$ cat src/rtl/snake_game_sequencer.sv
// Game controller for the 8x8 snake board: sequences idle/init/play/pause/win/lose,
// issues one datapath step request per tick, runs the BCD countdown and tracks score.
module snake_game_sequencer #(
  parameter int TICK_DIV   = 4500000,
  parameter int SEC_DIV    = 50000000,
  parameter int START_TENS = 9,
  parameter int START_ONES = 0,
  parameter int WIN_SCORE  = 8
) (
  input  logic       SYS_CLK,
  input  logic       RST,
  input  logic       start_btn,
  input  logic       pause_btn,
  input  logic       step_ack,
  input  logic       eat,
  input  logic       collide,
  output logic       step_req,
  output logic       clear_req,
  output logic [2:0] state,
  output logic [3:0] secs_tens,
  output logic [3:0] secs_ones,
  output logic [3:0] score,
  output logic [1:0] face_sel,
  output logic       game_over
);

  localparam int TW = (TICK_DIV > 1) ? $clog2(TICK_DIV) : 1;
  localparam int SW = (SEC_DIV > 1) ? $clog2(SEC_DIV) : 1;
  localparam logic [TW-1:0] TICK_LAST = TW'(TICK_DIV - 1);
  localparam logic [SW-1:0] SEC_LAST  = SW'(SEC_DIV - 1);
  localparam logic [3:0]    TENS_INIT = 4'(START_TENS);
  localparam logic [3:0]    ONES_INIT = 4'(START_ONES);
  localparam logic [3:0]    WIN_VAL   = 4'(WIN_SCORE);

  typedef enum logic [2:0] {
    S_IDLE  = 3'd0,
    S_INIT  = 3'd1,
    S_PLAY  = 3'd2,
    S_PAUSE = 3'd3,
    S_WIN   = 3'd4,
    S_LOSE  = 3'd5
  } state_t;

  state_t         state_q, state_d;
  logic           step_req_q, step_req_d;
  logic           clear_req_q, clear_req_d;
  logic [3:0]     score_q, score_d;
  logic [3:0]     tens_q, tens_d;
  logic [3:0]     ones_q, ones_d;
  logic [TW-1:0]  tick_q, tick_d;
  logic [SW-1:0]  sec_q, sec_d;
  logic           pend_q, pend_d;
  logic           start_prev_q, pause_prev_q;
  logic [1:0]     face_q, face_d;
  logic           over_q, over_d;

  logic           start_edge, pause_edge, ack_ok, sec_wrap, timeout, win_hit;
  logic [3:0]     dec_tens, dec_ones, score_inc;

  assign start_edge = start_btn & ~start_prev_q;
  assign pause_edge = pause_btn & ~pause_prev_q;
  assign ack_ok     = step_req_q & step_ack & (state_q == S_PLAY);
  assign sec_wrap   = (sec_q == SEC_LAST);
  assign score_inc  = score_q + 4'd1;
  assign win_hit    = ack_ok & ~collide & eat & (score_inc == WIN_VAL);

  // Saturating BCD decrement: 00 holds rather than wrapping to 99.
  always_comb begin
    dec_tens = tens_q;
    dec_ones = ones_q;
    if (ones_q != 4'd0) begin
      dec_ones = ones_q - 4'd1;
    end else if (tens_q != 4'd0) begin
      dec_ones = 4'd9;
      dec_tens = tens_q - 4'd1;
    end
  end

  assign timeout = sec_wrap & (dec_tens == 4'd0) & (dec_ones == 4'd0);

  always_comb begin
    state_d     = state_q;
    step_req_d  = step_req_q;
    clear_req_d = 1'b0;
    score_d     = score_q;
    tens_d      = tens_q;
    ones_d      = ones_q;
    tick_d      = tick_q;
    sec_d       = sec_q;
    pend_d      = pend_q;

    case (state_q)
      S_IDLE: begin
        if (start_edge) state_d = S_INIT;
      end
      S_INIT: begin
        state_d = S_PLAY;
      end
      S_PLAY: begin
        if (start_edge) begin
          state_d = S_INIT;
        end else begin
          if (sec_wrap) begin
            sec_d  = '0;
            tens_d = dec_tens;
            ones_d = dec_ones;
          end else begin
            sec_d = sec_q + 1'b1;
          end

          if (ack_ok) begin
            step_req_d = 1'b0;
            if (collide) begin
              state_d = S_LOSE;
            end else begin
              if (eat) score_d = score_inc;
              if (win_hit)                  state_d = S_WIN;
              else if (timeout)             state_d = S_LOSE;
              else if (pend_q || pause_edge) state_d = S_PAUSE;
            end
          end else if (timeout) begin
            state_d = S_LOSE;
          end else if (step_req_q) begin
            if (pause_edge) pend_d = 1'b1;
          end else if (pause_edge) begin
            // Tick is held on the pause cycle so no request can be raised inside PAUSE.
            state_d = S_PAUSE;
          end else if (tick_q == TICK_LAST) begin
            tick_d     = '0;
            step_req_d = 1'b1;
          end else begin
            tick_d = tick_q + 1'b1;
          end
        end
      end
      S_PAUSE: begin
        if (start_edge)      state_d = S_INIT;
        else if (pause_edge) state_d = S_PLAY;
      end
      S_WIN, S_LOSE: begin
        if (start_edge) state_d = S_INIT;
      end
      default: state_d = S_IDLE;
    endcase

    if (state_d != S_PLAY) begin
      step_req_d = 1'b0;
      pend_d     = 1'b0;
    end

    // Reload happens on entry so INIT already shows the fresh game values.
    if (state_d == S_INIT) begin
      clear_req_d = 1'b1;
      score_d     = 4'd0;
      tens_d      = TENS_INIT;
      ones_d      = ONES_INIT;
      tick_d      = '0;
      sec_d       = '0;
    end

    face_d = 2'b00;
    over_d = 1'b0;
    if (state_d == S_WIN) begin
      face_d = 2'b01;
      over_d = 1'b1;
    end else if (state_d == S_LOSE) begin
      face_d = 2'b10;
      over_d = 1'b1;
    end
  end

  always_ff @(posedge SYS_CLK or negedge RST) begin
    if (!RST) begin
      state_q      <= S_IDLE;
      step_req_q   <= 1'b0;
      clear_req_q  <= 1'b0;
      score_q      <= 4'd0;
      tens_q       <= TENS_INIT;
      ones_q       <= ONES_INIT;
      tick_q       <= '0;
      sec_q        <= '0;
      pend_q       <= 1'b0;
      start_prev_q <= 1'b0;
      pause_prev_q <= 1'b0;
      face_q       <= 2'b00;
      over_q       <= 1'b0;
    end else begin
      state_q      <= state_d;
      step_req_q   <= step_req_d;
      clear_req_q  <= clear_req_d;
      score_q      <= score_d;
      tens_q       <= tens_d;
      ones_q       <= ones_d;
      tick_q       <= tick_d;
      sec_q        <= sec_d;
      pend_q       <= pend_d;
      start_prev_q <= start_btn;
      pause_prev_q <= pause_btn;
      face_q       <= face_d;
      over_q       <= over_d;
    end
  end

  assign state     = state_q;
  assign step_req  = step_req_q;
  assign clear_req = clear_req_q;
  assign score     = score_q;
  assign secs_tens = tens_q;
  assign secs_ones = ones_q;
  assign face_sel  = face_q;
  assign game_over = over_q;

endmodule

$ cat config.mk
export PLATFORM = sky130hd
export DESIGN_NAME = snake_game_sequencer
export DESIGN_NICKNAME = d
export VERILOG_FILES = /design/src/rtl/snake_game_sequencer.sv
export SDC_FILE = /design/constraint.sdc
export NUM_CORES = 1
export LEC_CHECK = 0
export ABC_AREA = 1
export ABC_CLOCK_PERIOD_IN_PS = 3000
export CAP_MARGIN = 10
export CORE_MARGIN = 2
export CORE_UTILIZATION = 35
export CTS_CLUSTER_SIZE = 16
export DETAILED_ROUTE_END_ITERATION = 10
export HOLD_SLACK_MARGIN = 0.08
export PLACE_DENSITY = 0.51
export SLEW_MARGIN = 0
export SYNTH_ARGS = -nofsm -noshare
export SYNTH_HDL_FRONTEND = slang
export SYNTH_SLANG_ARGS = --single-unit
$ cat constraint.sdc
create_clock -name SYS_CLK -period 3 [get_ports SYS_CLK]
set_input_delay 0.75 -clock SYS_CLK [delete_from_list [all_inputs] [get_ports SYS_CLK]]
set_output_delay 0.75 -clock SYS_CLK [all_outputs]
set_load 0.02 [all_outputs]
; Yosys cells after proc, flatten, opt, wreduce, memory -nomap -nowiden
; Cells that the tools add are included.
[classes]
n_addsub = 5
mux = 63
bitwise_logic = 12
eq_ne = 22
n_reduce_logical = 20
[op_table]
columns = operator, count
row1 = $mux W23, 8
row2 = $mux W26, 4
row3 = $mux W4, 18
row4 = $mux W3, 12
row5 = $add A26 B1 Y26 const B, 1
row6 = $eq A26 B26 Y1 const B, 1
row7 = $add A23 B1 Y23 const B, 1
row8 = $eq A23 B23 Y1 const B, 1
row9 = $mux W1, 18
row10 = $ne A2 B1 Y1 const B, 9
row11 = $reduce_bool A2 Y1, 7
row12 = $eq A3 B3 Y1 const B, 4
row13 = $pmux W3 S4, 1
row14 = $reduce_and A6 Y1, 2
row15 = $and A1 B1 Y1, 9
row16 = $logic_not A4 Y1, 2
row17 = $reduce_bool A4 Y1, 2
row18 = $sub A4 B1 Y4 const B, 2
row19 = $eq A3 B1 Y1 const B, 2
row20 = $eq A3 B2 Y1 const B, 2
row21 = $ne A3 B2 Y1 const B, 2
row22 = $reduce_and A3 Y1, 2
row23 = $reduce_and A5 Y1, 1
row24 = $add A4 B1 Y4 const B, 1
row25 = other kinds (7), 10
[word_totals]
in_bits = 7
out_inout_bits = 20
register_bits = 72
wordCells = 135

; Logic depth before layout (Yosys ltp)
; Gate-level depths: netlist (run 1).
[logic_depth]
ltp_word = 15
ltp_mapped = 20
mapped_depth_nobuf = 19

; Worst setup path before layout (run 1)
; OpenSTA, ideal clock, no wires.
[synth_path]
kind = register to register
startpoint = register ones_q[0], in the netlist secs_ones[0]
endpoint = register ones_q[0], in the netlist secs_ones[0]
period_less_slack_ns = 2.445
required_ns = 2.876
path_slack_ns = 0.555
path_stages_with_launch = 20
arrival_time_ns = 2.321
setup_time_ns = 0.124
path_buffers = 2
path_cell_list = dfrtp_1 -> inv_1 -> ha_1 -> nand2_2 -> nor2_4 -> nand2_2 -> nand2_1 -> o21ai_1 -> nor2_2 -> nand3_2 -> nand3_1 -> nand3_1 -> nand2_1 -> nand2_2 -> nand2_2 -> nand3_4 -> buf_6 -> buf_6 -> nand4_1 -> nand2_1
[synth_via]
elab_chain_len = 14
[synth_lines]
columns = item, line
row1 = "start, declared", 49  ; logic [3:0] ones_q, ones_d;
row2 = "start signal, assigned", 193  ; ones_q <= ones_d;
row3 = branches (longest 4 deep; another with $sub A4 B1 Y4), --
row4 = $and A1 B1 Y1 (*), 79  ; assign timeout = sec_wrap & (dec_tens == 4'd0) & (dec_ones == 4'd0);
row5 = $mux W3, 118  ; else if (timeout) state_d = S_LOSE;
row6 = $mux W3, 117  ; if (win_hit) state_d = S_WIN;
row7 = $mux W3, 113  ; if (collide) begin
row8 = $mux W3 (*), 111  ; if (ack_ok) begin
row9 = $mux W3 (*), 100  ; if (start_edge) begin
row10 = $pmux W3 S4 (*), 92  ; case (state_q)
row11 = named net state_d[0], 44  ; state_t state_q, state_d;
row12 = $eq A3 B1 Y1 (*), 152  ; if (state_d == S_INIT) begin
row13 = $ne A2 B1 Y1 (no source line) or $reduce_bool A2 Y1 (tied branches), --
row14 = $reduce_and A3 Y1 (no source line), --
; Mark *: on every way through the listed nets, which the timed path passes. The select of a mux whose other input is x is not followed.
; A chain may end at the register's enable or synchronous reset.

; Worst setup path after layout (run 1)
[layout_path]
startpoint = register ones_q[0], in the netlist secs_ones[0]
endpoint = register tick_q[7]
[layout_via]
elab_chain_len = 14
[layout_lines]
columns = item, line
row1 = branches (longest 4 deep; another with $sub A4 B1 Y4), --
row2 = $and A1 B1 Y1 (*), 79
row3 = $mux W3, 118
row4 = $mux W3, 117
row5 = $mux W3, 113
row6 = $mux W3 (*), 111
row7 = $mux W3 (*), 100
row8 = $pmux W3 S4 (*), 92
row9 = named net state_d[0], 44
row10 = $eq A3 B1 Y1 (*), 152
row11 = $ne A2 B1 Y1 (no source line) or $reduce_bool A2 Y1 (tied branches), --
row12 = $reduce_and A6 Y1 (no source line), --
row13 = "end signal, assigned", 194  ; tick_q <= tick_d;
row14 = "end, declared", 50  ; logic [TW-1:0] tick_q, tick_d;
; Mark *: on every way through the listed nets, which the timed path passes.

==> results of run 1 <==
==> layer usage <==
metal | part of all wire | vias to the layer above | track usage
met2 | 0.44 | 116 | 0.269
met1 | 0.49 | 2104 | 0.256
li1 | - | 2285 | -
met3 | 0.046 | 19 | 0.0300
met5 | 0 | - | 0
met4 | 0.023 | 0 | 0.0733
==> synthesized netlist by cell type (all sizes together), types with 2 or more instances <==
master  instances  area share
clkbuf         11      0.0085
a21oi           4      0.0041
nand2         169        0.13
a31oi           3      0.0039
nor4           10       0.013
o31ai           7       0.011
o21ai          31       0.032
ha              6       0.015
xnor2           7       0.013
xor2           24       0.043
nor3           20       0.021
nand3          71       0.078
or2             4      0.0052
dfstp           2       0.011
o211ai         13       0.024
nand3b          6      0.0093
o22ai           2      0.0026
nor2           74       0.061
nand4          31       0.040
dfrtp          70        0.36
inv           107       0.083
buf            13       0.022
==> state kept, by name, summed over array words and instances, names as in the netlist <==
name / cells
game_over: 1
score: 4
pend_q: 1
start_prev_q: 1
pause_prev_q: 1
face_sel: 2
state: 3
clear_req: 1
tick_q: 23
secs_ones: 4
sec_q: 26
secs_tens: 4
step_req: 1
==> power groups by stage <==
stage | Clock, mW | Sequential (mW) | Combinational (mW)
finish | 1.24 | 1.10 | 1.22
floorplan | 0 | 1.14 | 0.902
detailed placement | 0 | 1.12 | 1.19
CTS | 1.27 | 1.10 | 1.19
global placement | 0 | 1.12 | 1.19
global route | 1.31 | 1.11 | 1.37
==> cell families after synthesis <==
kind of cell             after synthesis
flip-flops                            72
AND/OR/NAND/NOR                      387
AO/OA/AOI/OAI                         62
adder cells (fa/ha/maj)                6
buffers and inverters                132
XOR/XNOR                              31
==> timing repair <==
| action | 4_1_cts | 5_1_grt |
|---|---|---|
| buffers inserted | 0 | 1 |
| setup endpoints to repair | 0 | 48 |
| gates resized for setup | 0 | 6 |
==> worst reg2reg max path, cell delays in order (launching register included) <==
cell and delay [ps]:
dfrtp_1 420, inv_1 140, ha_2 250, nand2_2 90, nor2_4 180, nand2_2 110
o21ai_1 240, nor2_2 90, nand3_4 130, nand2_1 80, nand3_1 90, nand2_1 60
nand2_2 80, nand2_2 90, nand3_4 110, buf_4 330, o211ai_2 150, inv_2 60
==> per-stage QoR <==
stage	hold WS, ps	worst slack, ps
CTS	526	116
detailed placement	515	88.7
finish	518	260
global placement	515	119
global route	536	17.4
floorplan	454	555
==> worst paths after layout <==
path                         startpoint      endpoint  slack, ps  cells past startpoint
max reg2reg                secs_ones[0]     tick_q[7]        260                     17
max in group asynchronous           RST  secs_tens[2]       1840                      1
min in group asynchronous           RST   face_sel[0]        550                      1
min reg2reg                      pend_q        pend_q        520                      2
max                        secs_ones[0]     tick_q[7]        260                     17
min                              pend_q        pend_q        520                      2
==> cell type report <==
type                    count  area, sq um
fillers                  1418         8090
well taps                 180          225
inverters                 108          409
multi-input cells         486         2520
clock inverters             6          109
flip-flops and latches     72         1800
repair buffers             35          338
clock buffers               9          225
==> run_results.csv, run 1 <==
group,metric,value,unit
cts,ctsRootBufferMaster,"clkbuf_16",
finish,final_cell_area,5630,sq um
yosys,yosysWarnings,0,
timing,slew-limit-headroom,0.370,
floorplanning,core-area,13700,sq um
global_routing,grt_pass1_wl,21.0,mm
setup_path,path_delay_family,"simple AND/OR/NAND/NOR gates",
placement,hpwl,8.72,mm
yosys,synth_edf_count,0,
global_routing,grt_overflow_total,0,
floorplanning,num_io_pins,27,
setup_path,crit_chain,"inv_1 > ha_2 > nand2_2 > nor2_4 > nand2_2 > o21ai_1 > nor2_2 > nand3_4 > nand2_1 > nand3_1 > nand2_1 > nand2_2 > nand2_2 > nand3_4 > buf_4 > o211ai_2 > inv_2",
global_routing,grt_max_degree,73,
cts,cts.sinks,72,
timing,rsz0062_at_grt,"false",
yosys,ys.flop_type,"dfrtp_1",
setup_path,max_stage_delay,420,ps
placement,dpl.cell_count,880,
setup_path,crit_path_end_kind,"flop",
pwr,ir_worst_vdd,0.401,mV
setup_path,timing.critical_path.buf_inv,3,
floorplanning,start_util,0.354,
finish,final_common_cell,"nand2_1",
finish,fin_util,0.410,
global_routing,grt_pass1_vias,4215,
yosys,yosysUniqueCellTypes,37,
yosys,synth_area_per_cell,7.03,sq um
pwr,p_int,2.20,mW
finish,area_growth,16.1,%
timing,fin_crit,2740,ps
pwr,pwr-share-seq,0.309,
placement,placed_area,5270,sq um
drt,ant_nets,0,
finish,diodes,0,
cts,cts_hold_buf,0,
finish,final_nets,725,
yosys,synth-simple-area-share,0.362,
pwr,p_leak,2.65,nW
setup_path,worstSetupPathType,"flop to flop",
global_routing,grt_usage,0.179,
drt,vias,4524,
pwr,comb_power_share,0.342,
timing,finalSetupTns,0,ps
yosys,synth_xor_xnor_area_share,0.0560,
timing,setup_viol,0,
cts,clk_pin_slew,60,ps
cts,clock_latency,350,ps
outcome,status,"completed",
yosys,ys_ff_latch,72,
placement,io_buffer_count,26,
floorplanning,die_w,122,microns
yosys,synth_compound_area_frac,0.0807,
timing,tightestPinTransition,945,ps
timing,fin_skew,6.60,ps
cts,clockBufferDepth,2,
floorplanning,fp.dieH,122,microns
pwr,power,3.56,mW
timing,max_freq,0.365,GHz
drt,first_iter_violations,302,
yosys,synth_top_family_by_area,"simple AND/OR/NAND/NOR gates",
yosys,synthAdderAreaFrac,0.0155,
yosys,synth.area.mux_share,0,
cts,tritoncts,"yes",
setup_path,critPathMostFrequentCell,"nand2_2",
yosys,ys_async_sr_fraction,1.00,
setup_path,slowest_stage,"dfrtp_1",
pwr,p_switching,1.36,mW
drt,routed_wirelength,12.4,mm
setup_path,critPathArrivalTime,3030,ps
pwr,power.density,632,nW/um^2
yosys,synthCells,690,
floorplanning,dieArea,14800,sq um
pwr,swShare,0.383,
setup_path,cp.required,3290,ps
timing,post-route-period-util,0.913,
yosys,synth-seq-area-share,0.372,
drt,route.detailed.drc,0,
drt,wire_per_inst,13.8,microns
placement,place_congestion,0.928,
finish,drive_above_1_share,0.0824,
yosys,synth_nets,703,
setup_path,critPathMaxFanout,27,
drt,via_per_inst,5.05,
timing,drv_slew,0,
cts,cts_made_buffers,9,
min_path,hold_path_class,"flop to flop",
yosys,netlist_area,4850,sq um
pwr,clkPwrFrac,0.349,
global_routing,antenna_found_initial,0,
drt,firstDrtPassIters,6,
cts,htreeDepth,3,
flow_run,cap_violations,0,
floorplanning,rows,43,
setup_path,cp-start-kind,"flop",
finish,layout_common_cells,"nand2_1, inv_1, nor2_1, dfrtp_1, nand3_1",
finish,instances_no_fill,896,
timing,finalHoldViolations,0,
Power figures use the tool's default switching activity.
==> inputs of run 2 (changes only) <==
--- a/config.mk
+++ b/config.mk
@@ -10,6 +10,7 @@
 export CAP_MARGIN = 10
 export CORE_MARGIN = 2
 export CORE_UTILIZATION = 35
+export CTS_CLUSTER_DIAMETER = 200
 export CTS_CLUSTER_SIZE = 16
 export DETAILED_ROUTE_END_ITERATION = 10
 export HOLD_SLACK_MARGIN = 0.08
==> results of run 2 <==
The final DEF is identical to that of run 1; final timing and power are the same.
